### src/rtl/multiplier2.sv
// rtl/multiplier2.sv - sequential radix-2 shift-add signed/unsigned multiplier
module multiplier2 #(
  parameter int WIDTH = 32
) (
  input  logic             clk,
  input  logic             reset,
  input  logic             start,
  input  logic             signedOp,
  input  logic [WIDTH-1:0] multiplicandIn,
  input  logic [WIDTH-1:0] multiplierIn,
  output logic             busy,
  output logic             done,
  output logic [WIDTH-1:0] productHigh,
  output logic [WIDTH-1:0] productLow
);

  localparam int CW = (WIDTH > 1) ? $clog2(WIDTH) : 1;

  typedef enum logic [1:0] {
    IDLE = 2'd0,
    RUN  = 2'd1,
    FIX  = 2'd2
  } state_t;

  state_t state, state_next;

  // Magnitude datapath: acc carries one extra bit so the add never loses its carry.
  logic [WIDTH-1:0]   mag_a;
  logic [WIDTH-1:0]   low;
  logic [WIDTH:0]     acc;
  logic               neg_result;
  logic [CW-1:0]      count;

  logic               a_neg;
  logic               b_neg;
  logic [WIDTH:0]     sum;
  logic [2*WIDTH-1:0] full;
  logic [2*WIDTH-1:0] result;

  // Operand sign detection, partial-product add and final conditional negate.
  // A most-negative operand negates to itself, which is already the right
  // magnitude when read unsigned, so it needs no special handling.
  always_comb begin
    a_neg  = signedOp & multiplicandIn[WIDTH-1];
    b_neg  = signedOp & multiplierIn[WIDTH-1];
    sum    = low[0] ? ({1'b0, acc[WIDTH-1:0]} + {1'b0, mag_a}) : acc;
    full   = {acc[WIDTH-1:0], low};
    result = neg_result ? (~full + 1'b1) : full;
  end

  // State register.
  always_ff @(posedge clk) begin
    if (reset) begin
      state <= IDLE;
    end else begin
      state <= state_next;
    end
  end

  // Next-state logic and busy flag.
  always_comb begin
    state_next = state;
    busy       = 1'b0;
    case (state)
      IDLE: begin
        if (start) begin
          state_next = RUN;
        end
      end
      RUN: begin
        busy = 1'b1;
        if (count == CW'(WIDTH - 1)) begin
          state_next = FIX;
        end
      end
      FIX: begin
        busy       = 1'b1;
        state_next = IDLE;
      end
      default: begin
        state_next = IDLE;
      end
    endcase
  end

  // Operand capture, shift-add iterations, result register and done pulse.
  always_ff @(posedge clk) begin
    if (reset) begin
      mag_a       <= '0;
      low         <= '0;
      acc         <= '0;
      neg_result  <= 1'b0;
      count       <= '0;
      productHigh <= '0;
      productLow  <= '0;
      done        <= 1'b0;
    end else begin
      done <= (state == FIX);
      case (state)
        IDLE: begin
          if (start) begin
            mag_a      <= a_neg ? (~multiplicandIn + 1'b1) : multiplicandIn;
            low        <= b_neg ? (~multiplierIn + 1'b1) : multiplierIn;
            neg_result <= signedOp & (multiplicandIn[WIDTH-1] ^ multiplierIn[WIDTH-1]);
            acc        <= '0;
            count      <= '0;
          end
        end
        RUN: begin
          acc   <= {1'b0, sum[WIDTH:1]};
          low   <= {sum[0], low[WIDTH-1:1]};
          count <= count + 1'b1;
        end
        FIX: begin
          productHigh <= result[2*WIDTH-1:WIDTH];
          productLow  <= result[WIDTH-1:0];
        end
        default: begin
        end
      endcase
    end
  end

endmodule

### config.mk
export PLATFORM = sky130hd
export DESIGN_NAME = multiplier2
export DESIGN_NICKNAME = d
export VERILOG_FILES = /design/src/rtl/multiplier2.sv
export SDC_FILE = /design/constraint.sdc
export NUM_CORES = 1
export LEC_CHECK = 0
export BUFFER_PORTS_ARGS = -buffer_cell sky130_fd_sc_hd__buf_2
export CELL_PAD_IN_SITES_DETAIL_PLACEMENT = 0
export CELL_PAD_IN_SITES_GLOBAL_PLACEMENT = 1
export CORE_AREA = 4 4 155 157
export CTS_BUF_LIST = sky130_fd_sc_hd__clkbuf_2 sky130_fd_sc_hd__clkbuf_4 sky130_fd_sc_hd__clkbuf_8
export CTS_CLUSTER_SIZE = 12
export DETAILED_ROUTE_END_ITERATION = 6
export DIE_AREA = 0 0 159 161
export PLACE_DENSITY = 0.83
export SYNTH_ARGS = -nofsm -noshare
export SYNTH_HDL_FRONTEND = slang
export SYNTH_SLANG_ARGS = --single-unit
### constraint.sdc
create_clock -name clk -period 5.2 [get_ports clk]
set_input_delay 0.52 -clock clk [delete_from_list [all_inputs] [get_ports clk]]
set_output_delay 0.52 -clock clk [all_outputs]
set_load 0.01 [all_outputs]
==> results.py, run 1 <==
metrics = {
    "final_layout": {
        "layout-drive-gt1-share": 0.137,
        "fin_nets": 1557,
        "fill_cells": 2244,
        "final_area_um2": 11900,
        "post-route-util": 0.528,
        "area_delta_synth_final_pct": 10.4,
    },
    "setup_path": {
        "r2r_slack_ns": 1.70,
        "crit_arrival_ns": 3.82,
        "worstReg2RegEnd": "productHigh[21]",
        "end_kind": "flip-flop",
        "r2r-start": "low[10]",
        "crit_type": "reg -> reg",
        "crit_fanout": 12,
        "critPathRequiredTime_ns": 5.52,
        "rr_worst_depth": 8,
        "startpoint_type": "flip-flop",
    },
    "timing": {
        "finalSetupViolations": 0,
        "fin_crit_sh": 0.673,
        "skew_ns": 0.0196,
        "post-route-min-period_ns": 3.50,
        "clock.fmax_ghz": 0.286,
        "finalHoldViolCount": 0,
        "relSlewSlack": 0.306,
        "rsz0062_at_grt": "no",
        "tightestPinTransition_ns": 1.04,
        "slew_violations": 0,
        "fin_setup_tns_ns": 0,
    },
    "drt": {
        "drt-vias-per-instance": 5.84,
        "finalWirelength_um": 30100,
        "top_layer": "met4",
        "wl_per_cell_um": 17.2,
        "drc": 0,
        "wl_met2_um": 12100,
        "first_pass_iters": 5,
        "drt-initial-drc-count": 702,
        "wl_met3_um": 1980,
        "ant_nets": 0,
        "drt-met1-wl_um": 15700,
        "vias": 10194,
    },
    "power_and_ir_drop": {
        "p_leak_uw": 0.00450,
        "power_switching_uw": 1020,
        "max-vdd-ir-drop_mv": 0.137,
        "p_int_uw": 1920,
        "powerDensity_nw_per_um2": 248,
        "switching_share": 0.347,
        "clkPwrFrac": 0.315,
        "seq_power_share": 0.486,
        "share_comb_of_total_power": 0.199,
    },
    "worst_hold_path": {
        "min_to": "mag_a[0]",
        "hold_class": "in -> reg",
        "min_from": "multiplicandIn[0]",
        "hold_depth": 3,
    },
    "clocking": {
        "cts_root_buf": "clkbuf_8",
        "clk_latency_ns": 0.47,
        "cts_resized": 0,
        "cts-htree-levels": 4,
        "cts_hold_buf": 0,
        "cts_tree": "built",
        "cts_made_buffers": 17,
        "cts_buffer_depth": 2,
        "path_clk_slew_ns": 0.11,
        "cts_setup_buffers": 0,
        "clock-sinks": 169,
    },
    "logic_synthesis": {
        "synthTopCellsByCount": "dfxtp_1 (169), nor2_1 (165), nand2_1 (153)",
        "yosysSeqAreaShare": 0.314,
        "synth_top_area_frac": 0.314,
        "ys_types": 65,
        "syn_inst": 1388,
        "yosys_register_bits": 169,
        "synth_nets": 1497,
        "netlist_area_um2": 10800,
        "yosysMostFrequentCell": "dfxtp_1",
        "async_flop_share": 0,
        "synth_area_leaders": "dfxtp_1 (31%), xor2_1 (5.9%), nor2_1 (5.8%)",
        "synth-main-ff-cell": "dfxtp_1",
        "syn_avg_cell_area_um2": 7.75,
        "synth_largest_area_cell": "dfxtp_1",
        "synth_edf_count": 0,
        "yosys_warnings": 0,
    },
    "global_route": {
        "grt_pass1_wl_um": 49100,
        "grt_usage": 0.228,
        "antenna_found_initial": 0,
        "grt_pass1_vias": 9280,
        "grt_max_degree": 90,
        "globalRouteOverflowTotal": 0,
    },
    "floorplan": {
        "start_util": 0.478,
        "coreArea_um2": 22500,
        "fp.dieW_um": 159,
        "dieArea_um2": 25600,
        "io_pins": 134,
        "rows": 55,
        "die_y_um": 161,
    },
    "placement": {
        "port_buffers": 133,
        "placed_cell_area_um2": 11500,
        "hpwl_um": 22700,
        "gp_congestion": 0.931,
    },
    "job": {
        "maxCapViolCount": 0,
    },
    "run_status": {
        "status": "finished, final reports clean",
    },
}
[power by group through the flow]
stage / combinational, uW / clock (uW) / sequential, uW
after floorplan: 448 / 0 / 1410
after global placement: 579 / 0 / 1460
after detailed placement: 583 / 0 / 1460
after CTS: 585 / 947 / 1430
after global routing: 654 / 1000 / 1440
final: 586 / 928 / 1430
[stage by stage]
stage               total power, uW  cells  hold slack, ns  setup slack, ns
floorplan                      1860   1388           0.441             2.10
global placement               2030   1714           0.429             1.76
detailed placement             2040   1714           0.438             1.68
CTS                            2960   1746           0.314             1.73
global route                   3100   1746           0.323             1.50
finish                         2950   1747           0.332             1.70
[area by class of cell]
cell class,instances,area [um2],share of cell area
multi-input combinational,1094,6920,0.583
clock buffer,17,234,0.0197
inverter,26,97.6,0.00821
sequential,169,3380,0.285
timing repair buffer,140,733,0.0617
antenna,1,2.50,0.000211
tap,285,357,0.0300
clock inverter,15,153,0.0128
[flip-flops by register name (all words and copies together) (netlist names)]
name and count:
done 1, productHigh 32, mag_a 32, low 32
state 2, neg_result 1, acc 32, productLow 32
count 5
[kinds of logic (layout without fill, tap and decap cells)]
kind of cell | after synthesis | after routing | synth area share
fa+ha+maj | 41 | 41 | 0.0484
xor+xnor | 132 | 132 | 0.107
compound gates | 424 | 424 | 0.259
flops | 169 | 169 | 0.314
mux | 21 | 21 | 0.0199
simple gates | 476 | 476 | 0.206
other cells | 0 | 1 | 0
buf+inv | 125 | 198 | 0.0450
[metal layers]
layer,vias up,global-route usage
met1,4674,0.358
li1,5193,-
met5,-,0
met2,303,0.326
met3,24,0.0362
met4,0,0.0458
[how the worst max path moves through the flow]
stage	startpoint	endpoint	slack, ns	depth (start not counted)
3_5_place_dp	multiplierIn[10]	low[29]	1.68	9
6_report	low[10]	productHigh[21]	1.70	8
4_1_cts	low[10]	productHigh[21]	1.73	8
3_3_place_gp	multiplierIn[10]	low[29]	1.76	9
2_1_floorplan	low[10]	productHigh[21]	2.10	10
5_1_grt	low[0]	productHigh[24]	1.50	10
[worst max-delay path, cell delays in order, from the launching register on]
cell and delay, ns:
dfxtp_1 0.39, or4_4 0.57, or4_4 0.46, or4b_4 0.57, or3_1 0.53, nor3_4 0.41
a211oi_1 0.14, a41oi_1 0.18, a21oi_1 0.09
[cell usage in the layout, fill, tap and decap left out, types with 5 or more instances in the layout]
cell,instances
a22oi_1,14
dfxtp_1,169
o21ai_0,101
or4_4,5
nor2b_1,8
or3_1,20
nand3_1,21
o211ai_1,6
nand2_1,153
o21bai_1,9
a211oi_1,65
inv_1,26
buf_4,7
o21a_1,6
a21o_1,12
xnor2_1,59
clkbuf_8,17
a21oi_1,94
ha_1,38
a311oi_1,6
a31oi_1,20
nand2b_1,8
nor3_1,30
o22ai_1,8
xor2_1,73
mux2i_1,18
nor4_1,10
or4_1,9
o31ai_1,27
o41ai_1,14
nand4_1,17
nor2_1,164
or2_2,5
a222oi_1,18
buf_2,132
Power figures use the tool's default switching activity.
==> run 2, diff against run 1 <==
==> config.mk (replaced) <==
export PLATFORM = sky130hd
export DESIGN_NAME = multiplier2
export DESIGN_NICKNAME = d
export VERILOG_FILES = /design/src/rtl/multiplier2.sv
export SDC_FILE = /design/constraint.sdc
export NUM_CORES = 1
export LEC_CHECK = 0
export ABC_AREA = 1
export BUFFER_PORTS_ARGS = -buffer_cell sky130_fd_sc_hd__buf_2
export CELL_PAD_IN_SITES_DETAIL_PLACEMENT = 0
export CELL_PAD_IN_SITES_GLOBAL_PLACEMENT = 1
export CORE_AREA = 4 4 179 181
export CTS_BUF_LIST = sky130_fd_sc_hd__clkbuf_2 sky130_fd_sc_hd__clkbuf_4 sky130_fd_sc_hd__clkbuf_8
export CTS_CLUSTER_SIZE = 12
export DETAILED_ROUTE_END_ITERATION = 6
export DIE_AREA = 0 0 183 185
export PLACE_DENSITY = 0.79
export SYNTH_ARGS = -nofsm -noshare
export SYNTH_HDL_FRONTEND = slang
export SYNTH_SLANG_ARGS = --single-unit
==> constraint.sdc (replaced) <==
create_clock -name clk -period 3.54 [get_ports clk]
set_input_delay 0.354 -clock clk [delete_from_list [all_inputs] [get_ports clk]]
set_output_delay 0.354 -clock clk [all_outputs]
set_load 0.01 [all_outputs]
==> results.py, run 2 <==
metrics = {
    "clocking": {
        "cts_buffer_depth": 2,
        "cts_root_buf": "clkbuf_8",
        "cts_setup_buffers": 0,
        "cts_hold_buf": 0,
        "path_clk_slew_ns": 0.10,
        "cts_resized": 0,
        "clk_latency_ns": 0.49,
        "cts_tree": "built",
        "cts-htree-levels": 4,
        "clock-sinks": 169,
        "cts_made_buffers": 17,
    },
    "final_layout": {
        "layout_commonest_cell": "nand2_1",
        "layout-drive-gt1-share": 0.103,
        "fin_nets": 2410,
        "area_delta_synth_final_pct": 10.7,
        "diodes": 0,
        "final_cell_mix": "nand2_1 (600), inv_1 (308), nor2_1 (287)",
    },
    "logic_synthesis": {
        "yosys_register_bits": 169,
        "synth_top_family_by_area": "simple AND/OR/NAND/NOR gates",
        "synth-main-ff-cell": "dfxtp_1",
        "synth.area.mux_share": 0,
        "ys_types": 48,
        "synth-xor-area-share": 0.0412,
        "synthAdderAreaFrac": 0.0402,
        "syn_avg_cell_area_um2": 5.85,
        "syn_inst": 2214,
        "yosysSeqAreaShare": 0.261,
        "synth_nets": 2323,
        "async_flop_share": 0,
        "yosysMostFrequentCell": "nand2_1",
        "synth-simple-area-share": 0.372,
        "synth_edf_count": 0,
        "netlist_area_um2": 13000,
        "synth_compound_area_frac": 0.167,
        "synth_area_leaders": "dfxtp_1 (26%), nand2_1 (17%), inv_1 (8.9%)",
        "synth_top_area_frac": 0.261,
        "synthTopCellsByCount": "nand2_1 (600), inv_1 (308), nor2_1 (287)",
        "yosys_warnings": 0,
        "synth_largest_area_cell": "dfxtp_1",
    },
    "floorplan": {
        "io_pins": 134,
        "dieArea_um2": 33900,
        "rows": 64,
        "die_y_um": 185,
        "coreArea_um2": 30400,
        "start_util": 0.426,
        "fp.dieW_um": 183,
    },
    "power_and_ir_drop": {
        "power_switching_uw": 2660,
        "switching_share": 0.426,
        "max-vdd-ir-drop_mv": 0.314,
        "share_comb_of_total_power": 0.375,
        "p_int_uw": 3590,
        "seq_power_share": 0.376,
        "p_leak_uw": 0.00725,
        "clkPwrFrac": 0.250,
        "powerDensity_nw_per_um2": 435,
    },
    "global_route": {
        "globalRouteOverflowTotal": 0,
        "grt_usage": 0.264,
        "grt_pass1_wl_um": 71200,
        "grt_max_degree": 77,
        "grt_pass1_vias": 12984,
        "antenna_found_initial": 1,
    },
    "setup_path": {
        "crit_type": "reg -> reg",
        "end_kind": "flip-flop",
        "r2r_slack_ns": 1.13,
        "rr_worst_depth": 13,
        "crit_fanout": 5,
        "critPathRequiredTime_ns": 3.88,
        "crit_arrival_ns": 2.75,
        "startpoint_type": "flip-flop",
    },
    "timing": {
        "clock.fmax_ghz": 0.416,
        "fin_setup_tns_ns": 0,
        "finalSetupViolations": 0,
        "post-route-min-period_ns": 2.41,
        "tightestPinTransition_ns": 0.945,
        "rsz0062_at_grt": "no",
        "fin_crit_sh": 0.679,
        "relSlewSlack": 0.369,
        "fin_ws_ns": 1.13,
        "slew_violations": 0,
        "skew_ns": 0.0200,
        "finalHoldViolCount": 0,
    },
    "drt": {
        "first_pass_iters": 5,
        "vias": 14100,
        "drt-vias-per-instance": 5.20,
        "finalWirelength_um": 45300,
        "drc": 0,
        "ant_nets": 0,
        "drt-initial-drc-count": 1197,
        "wl_per_cell_um": 16.7,
    },
    "worst_hold_path": {
        "hold_depth": 3,
        "hold_class": "in -> reg",
    },
    "placement": {
        "port_buffers": 133,
        "hpwl_um": 35500,
        "place_ws_ns": 1.13,
        "gp_congestion": 0.973,
    },
    "run_status": {
        "status": "finished, final reports clean",
    },
    "job": {
        "maxCapViolCount": 0,
    },
}
-- run 2: stage by stage --
stage | cells | util | hold slack [ns] | instance area (um2) | power, uW
2_1_floorplan | 2214 | - | 0.444 | 13000 | 3930
3_3_place_gp | 2678 | 0.457 | 0.451 | 13900 | 4680
3_5_place_dp | 2678 | 0.457 | 0.457 | 13900 | 4690
4_1_cts | 2710 | 0.472 | 0.123 | 14400 | 6250
5_1_grt | 2710 | 0.472 | 0.146 | 14400 | 6650
6_report | 2710 | 0.472 | 0.143 | 14400 | 6250
-- run 2: power groups by stage --
stage	Clock [uW]	Sequential [uW]	Combinational, uW
after global placement	0	2380	2300
after floorplan	0	2320	1610
final	1560	2350	2340
after CTS	1590	2340	2320
after global routing	1650	2370	2630
after detailed placement	0	2380	2310
-- run 2: final timing paths --
check	start	end
max	acc[0]	acc[21]
min	multiplicandIn[23]	mag_a[23]
max reg2reg	acc[0]	acc[21]
min reg2reg	low[24]	low[24]
-- run 2: cell type report --
type	instances	area, um2
multi-input cells	1640	8040
clock inverters	14	185
inverters	326	1230
flip-flops and latches	169	3380
repair buffers	147	773
well taps	396	495
fillers	3416	16100
clock buffers	18	248
-- run 2: cells by family (layout without fill, tap and decap cells) --
group | Yosys count | count (layout)
compound gates | 395 | 395
fa+ha+maj | 41 | 41
buf+inv | 405 | 505
flops | 169 | 169
simple gates | 1143 | 1143
xor+xnor | 61 | 61
-- run 2: critical path: stages, from the launching register on --
cell     delay [ns]
dfxtp_1        0.46
ha_1           0.29
inv_1          0.08
fa_1           0.41
inv_1          0.11
nand2_1        0.06
nand3_1        0.14
nand2_1        0.08
nand2_1        0.18
nand2_1        0.10
nand3_1        0.08
nand3_1        0.12
nand2_1        0.10
a21oi_1        0.06
-- run 2: layer usage --
layer  GRT usage  wire (um)
met1       0.387      22400
met2       0.397      18900
met3      0.0430       2790
met4      0.0793       1200
met5           0         11
==> run 3, diff against run 2 <==
==> constraint.sdc (replaced) <==
create_clock -name clk -period 2.4 [get_ports clk]
set_input_delay 0.24 -clock clk [delete_from_list [all_inputs] [get_ports clk]]
set_output_delay 0.24 -clock clk [all_outputs]
set_load 0.01 [all_outputs]
==> results.py, run 3 (same netlist as run 2, synthesis figures left out) <==
metrics = {
    "run_status": {
        "status": "finished, final reports clean",
    },
    "drt": {
        "first_pass_iters": 7,
        "wl_per_cell_um": 17.1,
        "drc": 0,
        "finalWirelength_um": 46800,
        "ant_nets": 0,
        "drt-initial-drc-count": 1375,
        "drt-vias-per-instance": 5.22,
        "vias": 14275,
    },
    "power_and_ir_drop": {
        "share_comb_of_total_power": 0.391,
        "powerDensity_nw_per_um2": 628,
        "total_power_uw": 9170,
        "power_switching_uw": 3960,
        "clkPwrFrac": 0.234,
        "seq_power_share": 0.375,
        "p_leak_uw": 0.00740,
        "p_int_uw": 5210,
        "switching_share": 0.432,
        "max-vdd-ir-drop_mv": 0.384,
    },
    "timing": {
        "finalHoldViolCount": 0,
        "fin_ws_ns": 0.229,
        "slew_violations": 0,
        "relSlewSlack": 0.495,
        "fin_setup_tns_ns": 0,
        "clock.fmax_ghz": 0.461,
        "rsz0062_at_grt": "no",
        "skew_ns": 0.0347,
        "fin_crit_sh": 0.905,
        "post-route-min-period_ns": 2.17,
        "finalSetupViolations": 0,
        "tightestPinTransition_ns": 0.751,
    },
    "worst_hold_path": {
        "hold_class": "in -> reg",
    },
    "global_route": {
        "antenna_found_initial": 0,
        "grt_pass1_vias": 13012,
        "globalRouteOverflowTotal": 0,
        "grt_usage": 0.271,
        "grt_pass1_wl_um": 72400,
        "grt_max_degree": 113,
    },
    "setup_path": {
        "crit_top_cell": "nand2_1",
        "crit_arrival_ns": 2.53,
        "cp_slowest_cell": "ha_1",
        "cp.buffers_inverters": 0,
        "crit_fanout": 5,
        "critPathTopFamily": "simple AND/OR/NAND/NOR gates",
        "crit_type": "reg -> reg",
        "end_kind": "flip-flop",
        "path_cells": "ha_1 -> nand2_1 -> nor2_1 -> nand2_1 -> nor2_1 -> nand2_1 -> nand3_1 -> nand3_1 -> nand2_1 -> a21oi_1",
        "max_stage_delay_ns": 0.44,
        "critPathRequiredTime_ns": 2.76,
        "r2r_slack_ns": 0.23,
        "startpoint_type": "flip-flop",
    },
    "final_layout": {
        "final_cell_mix": "nand2_1 (600), inv_1 (308), nor2_1 (287)",
        "fill_cells": 3395,
        "fin_nets": 2437,
        "seqCellArea_um2": 3390,
        "area_delta_synth_final_pct": 12.7,
        "layout_commonest_cell": "nand2_1",
        "finalNonFillerCells": 2735,
        "diodes": 0,
        "layout-drive-gt1-share": 0.114,
        "final_area_um2": 14600,
        "multi_input_area_um2": 8050,
    },
    "clocking": {
        "clock-sinks": 169,
        "cts-htree-levels": 4,
        "cts_setup_buffers": 0,
        "cts_root_buf": "clkbuf_8",
        "cts_hold_buf": 0,
        "cts_resized": 0,
        "path_clk_slew_ns": 0.10,
        "cts_tree": "built",
        "cts_buffer_depth": 2,
        "cts_made_buffers": 17,
        "clk_latency_ns": 0.50,
    },
    "placement": {
        "hpwl_um": 36400,
        "gp_congestion": 0.966,
        "place_ws_ns": 0.102,
        "placed_cell_area_um2": 14200,
        "port_buffers": 133,
        "dp.cells": 2705,
    },
    "floorplan": {
        "die_y_um": 185,
        "rows": 64,
        "dieArea_um2": 33900,
        "start_util": 0.426,
        "fp.dieW_um": 183,
        "coreArea_um2": 30400,
        "io_pins": 134,
    },
    "job": {
        "maxCapViolCount": 0,
    },
}
==> run 3: cell types whose count changed in the layout (fill, tap and decap cells not counted), sizes merged <==
cell and delta:
bufinv -1, clkinv +2, buf +27, clkbuf -1
inv -2
==> run 3: through the flow <==
stage          hold WS, ns   util
2_1_floorplan        0.379      -
3_3_place_gp         0.451  0.467
3_5_place_dp         0.457  0.467
4_1_cts             0.0166  0.480
5_1_grt             0.0354  0.480
6_report            0.0396  0.480
==> run 3: metal layers <==
layer | GRT usage | up-vias | share of wire
met5 | 0 | - | 0
met1 | 0.406 | 6444 | 0.49
met3 | 0.0395 | 60 | 0.069
met4 | 0.0825 | 0 | 0.027
li1 | - | 7299 | -
met2 | 0.401 | 472 | 0.42
==> run 3: cell type report <==
type | instances | share of cell area
clock buffer | 17 | 0.0160
timing repair buffer | 174 | 0.0728
tap | 396 | 0.0339
clock inverter | 13 | 0.0102
sequential | 169 | 0.232
multi-input combinational | 1640 | 0.551
inverter | 326 | 0.0840
==> run 3: path summary, 6_finish.rpt <==
path / end / start / cells after the start
setup / recovery: acc[26] / mag_a[26] / 10
hold / removal: mag_a[23] / multiplicandIn[23] / 3
setup reg to reg: acc[26] / mag_a[26] / 10
hold reg to reg: low[18] / low[18] / 2
==> run 3: power groups by stage <==
stage | registers, uW | clock network, uW | logic, uW
after detailed placement | 3490 | 0 | 3540
final | 3440 | 2140 | 3590
after global routing | 3460 | 2280 | 4010
after floorplan | 3420 | 0 | 2380
after CTS | 3430 | 2180 | 3560
after global placement | 3480 | 0 | 3530
==> run 3: tightest hold or removal path, delay by kind of cell <==
kind            cells  cell delay (ns)
buf+inv             1             0.10
compound gates      1             0.06
simple gates        1             0.08
